[src/rtl/wb_exc_commit.sv]
// wb_exc_commit
//   Write-back-stage exception / CP0-access commit unit. Produces the
//   WB-to-CP0 register bus, raises the pipeline flush, and holds a redirect
//   request toward fetch until fetch accepts it.
//
// Ports
//   clk, reset                  clock, synchronous active-high reset
//   ws_valid                    WB holds a valid instruction (one cycle each)
//   ws_ex/ws_excode/ws_badvaddr exception carried from an earlier stage
//   ws_bd, ws_pc                delay-slot flag and instruction PC
//   ws_mtc0/ws_c0_addr/ws_c0_wdata  MTC0 write request
//   ws_eret                     instruction is ERET
//   has_int                     interrupt pending (from CP0 register file)
//   cp0_epc                     current EPC (from CP0 register file)
//   redirect_ready              fetch accepts the redirect this cycle
//   wb_to_cp0_register_bus      {ex, excode, badvaddr, bd, pc, mtc0_we,
//                                waddr, wdata, eret_flush}
//   flush                       combinational kill of younger instructions
//   redirect_valid/redirect_pc  registered redirect request to fetch
//   wb_busy                     redirect outstanding; WB must not advance
module wb_exc_commit #(
  parameter logic [31:0] EXC_VECTOR = 32'hBFC0_0380,
  parameter int          CR_W       = 5
) (
  input  logic                 clk,
  input  logic                 reset,
  input  logic                 ws_valid,
  input  logic                 ws_ex,
  input  logic [4:0]           ws_excode,
  input  logic [31:0]          ws_badvaddr,
  input  logic                 ws_bd,
  input  logic [31:0]          ws_pc,
  input  logic                 ws_mtc0,
  input  logic [CR_W-1:0]      ws_c0_addr,
  input  logic [31:0]          ws_c0_wdata,
  input  logic                 ws_eret,
  input  logic                 has_int,
  input  logic [31:0]          cp0_epc,
  input  logic                 redirect_ready,
  output logic [104+CR_W:0]    wb_to_cp0_register_bus,
  output logic                 flush,
  output logic                 redirect_valid,
  output logic [31:0]          redirect_pc,
  output logic                 wb_busy
);

  typedef enum logic [0:0] {IDLE, REDIRECT} state_t;

  state_t      state_reg;
  logic        int_q_reg;
  logic        redirect_valid_reg;
  logic [31:0] redirect_pc_reg;

  logic            acc;
  logic            take_int;
  logic            take_ex;
  logic            ex;
  logic            eret_flush;
  logic            mtc0_we;
  logic [4:0]      excode;
  logic [31:0]     badvaddr;
  logic            bd;
  logic [31:0]     pc;
  logic [CR_W-1:0] waddr;
  logic [31:0]     wdata;

  // Commit decision. Data fields are zeroed unless the matching control bit
  // is set, so the bus is fully deterministic on idle / ignored cycles.
  always_comb begin
    acc        = ws_valid && (state_reg == IDLE);
    take_int   = acc && int_q_reg;
    take_ex    = acc && !int_q_reg && ws_ex;
    ex         = take_int || take_ex;
    eret_flush = acc && !ex && ws_eret;
    mtc0_we    = acc && !ex && !ws_eret && ws_mtc0;

    excode     = take_ex ? ws_excode   : 5'd0;  // interrupt code is 0
    badvaddr   = ex      ? ws_badvaddr : 32'd0;
    bd         = ex      ? ws_bd       : 1'b0;
    pc         = ex      ? ws_pc       : 32'd0;
    waddr      = mtc0_we ? ws_c0_addr  : '0;
    wdata      = mtc0_we ? ws_c0_wdata : 32'd0;

    flush      = ex || eret_flush;
  end

  assign wb_to_cp0_register_bus = {ex, excode, badvaddr, bd, pc,
                                   mtc0_we, waddr, wdata, eret_flush};
  assign redirect_valid = redirect_valid_reg;
  assign redirect_pc    = redirect_pc_reg;
  assign wb_busy        = (state_reg == REDIRECT);

  always_ff @(posedge clk) begin
    if (reset) begin
      state_reg          <= IDLE;
      int_q_reg          <= 1'b0;
      redirect_valid_reg <= 1'b0;
      redirect_pc_reg    <= 32'd0;
    end else begin
      // A committed interrupt consumes the sampled request so the same
      // pending level cannot fire twice on back-to-back edges.
      int_q_reg <= take_int ? 1'b0 : has_int;

      case (state_reg)
        IDLE: begin
          if (flush) begin
            state_reg          <= REDIRECT;
            redirect_valid_reg <= 1'b1;
            redirect_pc_reg    <= ex ? EXC_VECTOR : cp0_epc;
          end
        end
        REDIRECT: begin
          // Fetch may stall on an I-cache miss; hold target until taken.
          if (redirect_ready) begin
            state_reg          <= IDLE;
            redirect_valid_reg <= 1'b0;
          end
        end
        default: begin
          state_reg          <= IDLE;
          redirect_valid_reg <= 1'b0;
        end
      endcase
    end
  end

endmodule

[config.mk]
export PLATFORM = sky130hd
export DESIGN_NAME = wb_exc_commit
export DESIGN_NICKNAME = d
export VERILOG_FILES = /design/src/rtl/wb_exc_commit.sv
export SDC_FILE = /design/constraint.sdc
export NUM_CORES = 1
export LEC_CHECK = 0
export ABC_CLOCK_PERIOD_IN_PS = 2000
export BUFFER_PORTS_ARGS = -buffer_cell sky130_fd_sc_hd__buf_2
export CAP_MARGIN = 0
export CORE_AREA = 10 10 106 108
export CTS_BUF_LIST = sky130_fd_sc_hd__clkbuf_8 sky130_fd_sc_hd__clkbuf_16
export DETAILED_ROUTE_END_ITERATION = 16
export DIE_AREA = 0 0 116 118
export SKIP_LAST_GASP = 1
export SLEW_MARGIN = 20
export SYNTH_ARGS = -nofsm -noshare
export SYNTH_HDL_FRONTEND = slang
export SYNTH_SLANG_ARGS = --single-unit
export TNS_END_PERCENT = 100
[constraint.sdc]
create_clock -name clk -period 2 [get_ports clk]
set_clock_uncertainty 0.1 [all_clocks]
set_input_delay 0.2 -clock clk [delete_from_list [all_inputs] [get_ports clk]]
set_output_delay 0.2 -clock clk [all_outputs]
set_load 0.05 [all_outputs]
==> metrics.txt <==
clock period minus worst slack=1967 ps; DRT Pass-1 Iters=6; EDFF count, synth=0; Final Max Slew Viols=0; Lkg Pwr=2.357 nW; Async SR Flop Fraction=0%; FF+latch count, synth=35; Non-Filler Instances=663; Post-synth top flop=dfxtp_1; vias in the first global route=3082; Mapped Cells=259; synthesized area=0.002049 mm²; CP required=1700 ps; crit share post-route=98.36%; Die Span X=116 µm; Startpoint Class=register; Worst IR Drop VDD=0.2852 mV; CP Capture Type=output port; DIE AREA=0.01369 mm²; IO Pins=292; global route overflow=0; relative slew slack=70.60%; post-synth net total=406; H-Tree Depth=2; RSZ-0062 raised after global routing=yes; share of cells above drive strength 1=72.81%; Post-synth top cells=107 x and2_1, 35 x dfxtp_1, 21 x a21oi_1; initial drt markers=150; sequential area share after synthesis=34.19%; initial antenna violation count=7; clock buffer depth=2; Initial Util=22.50%; total CTS buffers=5; Fmax achieved=0.5083 GHz; final total power=0.002345 W; Yosys cell types=20; Synth top area share=34.19%; CTS tree=done; final wirelength=13.96 mm; FILL cells=890; status=complete, no violations; crit path kind=reg2out; CTS root buf=clkbuf_8; clock sink count=35; synth top area cells=dfxtp_1 34%, and2_1 33%, o221a_2 6.6%; Clk pin slew, worst setup/hold paths=70 ps; Synth Area per Inst=7.913 µm²; Hold WC Path Type=in2reg; global-route wire length before repair=19.15 mm; floorplan core area=0.009109 mm²; clk_lat worst skew=290 ps; hpwl dp=11.29 mm; Die Span Y=118 µm; Synth-to-Final Area Change=116.2%; pwr dens=529.2 mW/mm²; gpl congestion=0.8229; Yosys top cell by area=dfxtp_1; Vias/cell=4.585; gr usage total=17.94%; final net count=694; Residual DRC=0; wire per inst=21.06 µm; number of buffers inserted by port buffering=291; Worst-Margin Slew=440.9 ps; CTS Hold Buffers Added=0; Post-Place Cells=645; Antenna Violating Nets Remaining=0; via count=3040; Final Setup Violations=0; Fin. Hold Viols=0; crit path max fanout=38; largest net degree at the start of global routing=39; CP arrival=1670 ps; FP Rows=35; synth warn=0; max FFs per register=32; most frequent cell after synthesis=and2_1; max-cap violations=0
metrics by stage:
stage / setup slack [ps] / hold WS, ps / instance area [µm²] / util (%) / TNS (ps)
after floorplan: 23.79 / 248.4 / 2125 / - / 0
after global placement: 257.5 / 352.8 / 3787 / 41.58 / 0
after detailed placement: 224.1 / 358.3 / 3787 / 41.58 / 0
after CTS: -27.66 / 44.21 / 4297 / 47.17 / -64.04
after global routing: -60.68 / 51.54 / 4427 / 48.60 / -1029
final: 32.74 / 54.92 / 4432 / 48.65 / 0
final timing paths:
kind	slack, ps	start	end	depth (start not counted)
min	50	cp0_epc[20]	redirect_pc[20]	3
max reg2reg	360	int_q_reg	redirect_pc[8]	5
min reg2reg	370	redirect_pc[5]	redirect_pc[5]	2
max	30	int_q_reg	wb_to_cp0_register_bus[25]	5
repair_timing:
item | CTS | global route
resized for setup | 139 | 15
setup endpoints to repair | 105 | 102
pin swaps | 1 | 1
buffers inserted | 0 | 1
cloned | 1 | 4
power breakdown:
part / switching (W) / internal (W) / total, W
clock: 0.000256 / 0.000277 / 0.000533
combinational: 0.000676 / 0.000384 / 0.00106
sequential: 0.0000191 / 0.000734 / 0.000753
critical path: stages (launching register included):
cell and delay (ps):
dfxtp_2 340, nor4b_4 280, and3b_2 250, buf_12 170, and2_1 170, buf_6 170
routing by layer:
layer	wire length (µm)	up-vias	track usage [%]
met5	31	-	0
met4	164	4	3.912
met3	1594	13	8.308
met2	6974	162	31.95
met1	5196	1427	18.48
li1	-	1434	-
cell type report:
class	count	area, µm²	area share [%]
Timing Repair Buffer	309	2152	48.56
Multi-Input combinational cell	193	1321	29.81
Inverter	3	11.26	0.2541
Sequential cell	35	703.2	15.87
Antenna cell	4	10.01	0.2259
Clock inverter	2	12.51	0.2823
Tap cell	111	138.9	3.134
Clock buffer	6	82.58	1.863
cells in the final DEF (no fill, tap or decap):
master,count
nor3_2,1
buf_6,42
and2_2,60
o21a_1,2
nor2b_1,1
diode_2,4
nand2b_4,1
nor3b_2,1
buf_2,184
clkbuf_16,2
clkinv_4,1
nand3_1,20
dfxtp_2,2
and2_4,2
buf_12,8
o211a_1,1
nor2_1,1
nor4b_4,1
buf_4,73
nand2_1,1
and3b_2,1
and2_1,45
o21ai_0,20
dfxtp_1,33
inv_1,4
clkbuf_8,6
nor2_4,2
a21oi_1,21
o221a_2,12
cell families (layout without fill, tap and decap cells):
group | after synthesis | in the layout | synth area share [%]
flip-flops | 35 | 35 | 34.19
other | 0 | 4 | 0
AO/OA/AOI/OAI | 56 | 56 | 17.83
AND/OR/NAND/NOR | 137 | 137 | 40.66
buffers and inverters | 31 | 320 | 7.326
No activity file was read; power rests on OpenSTA's default activity.
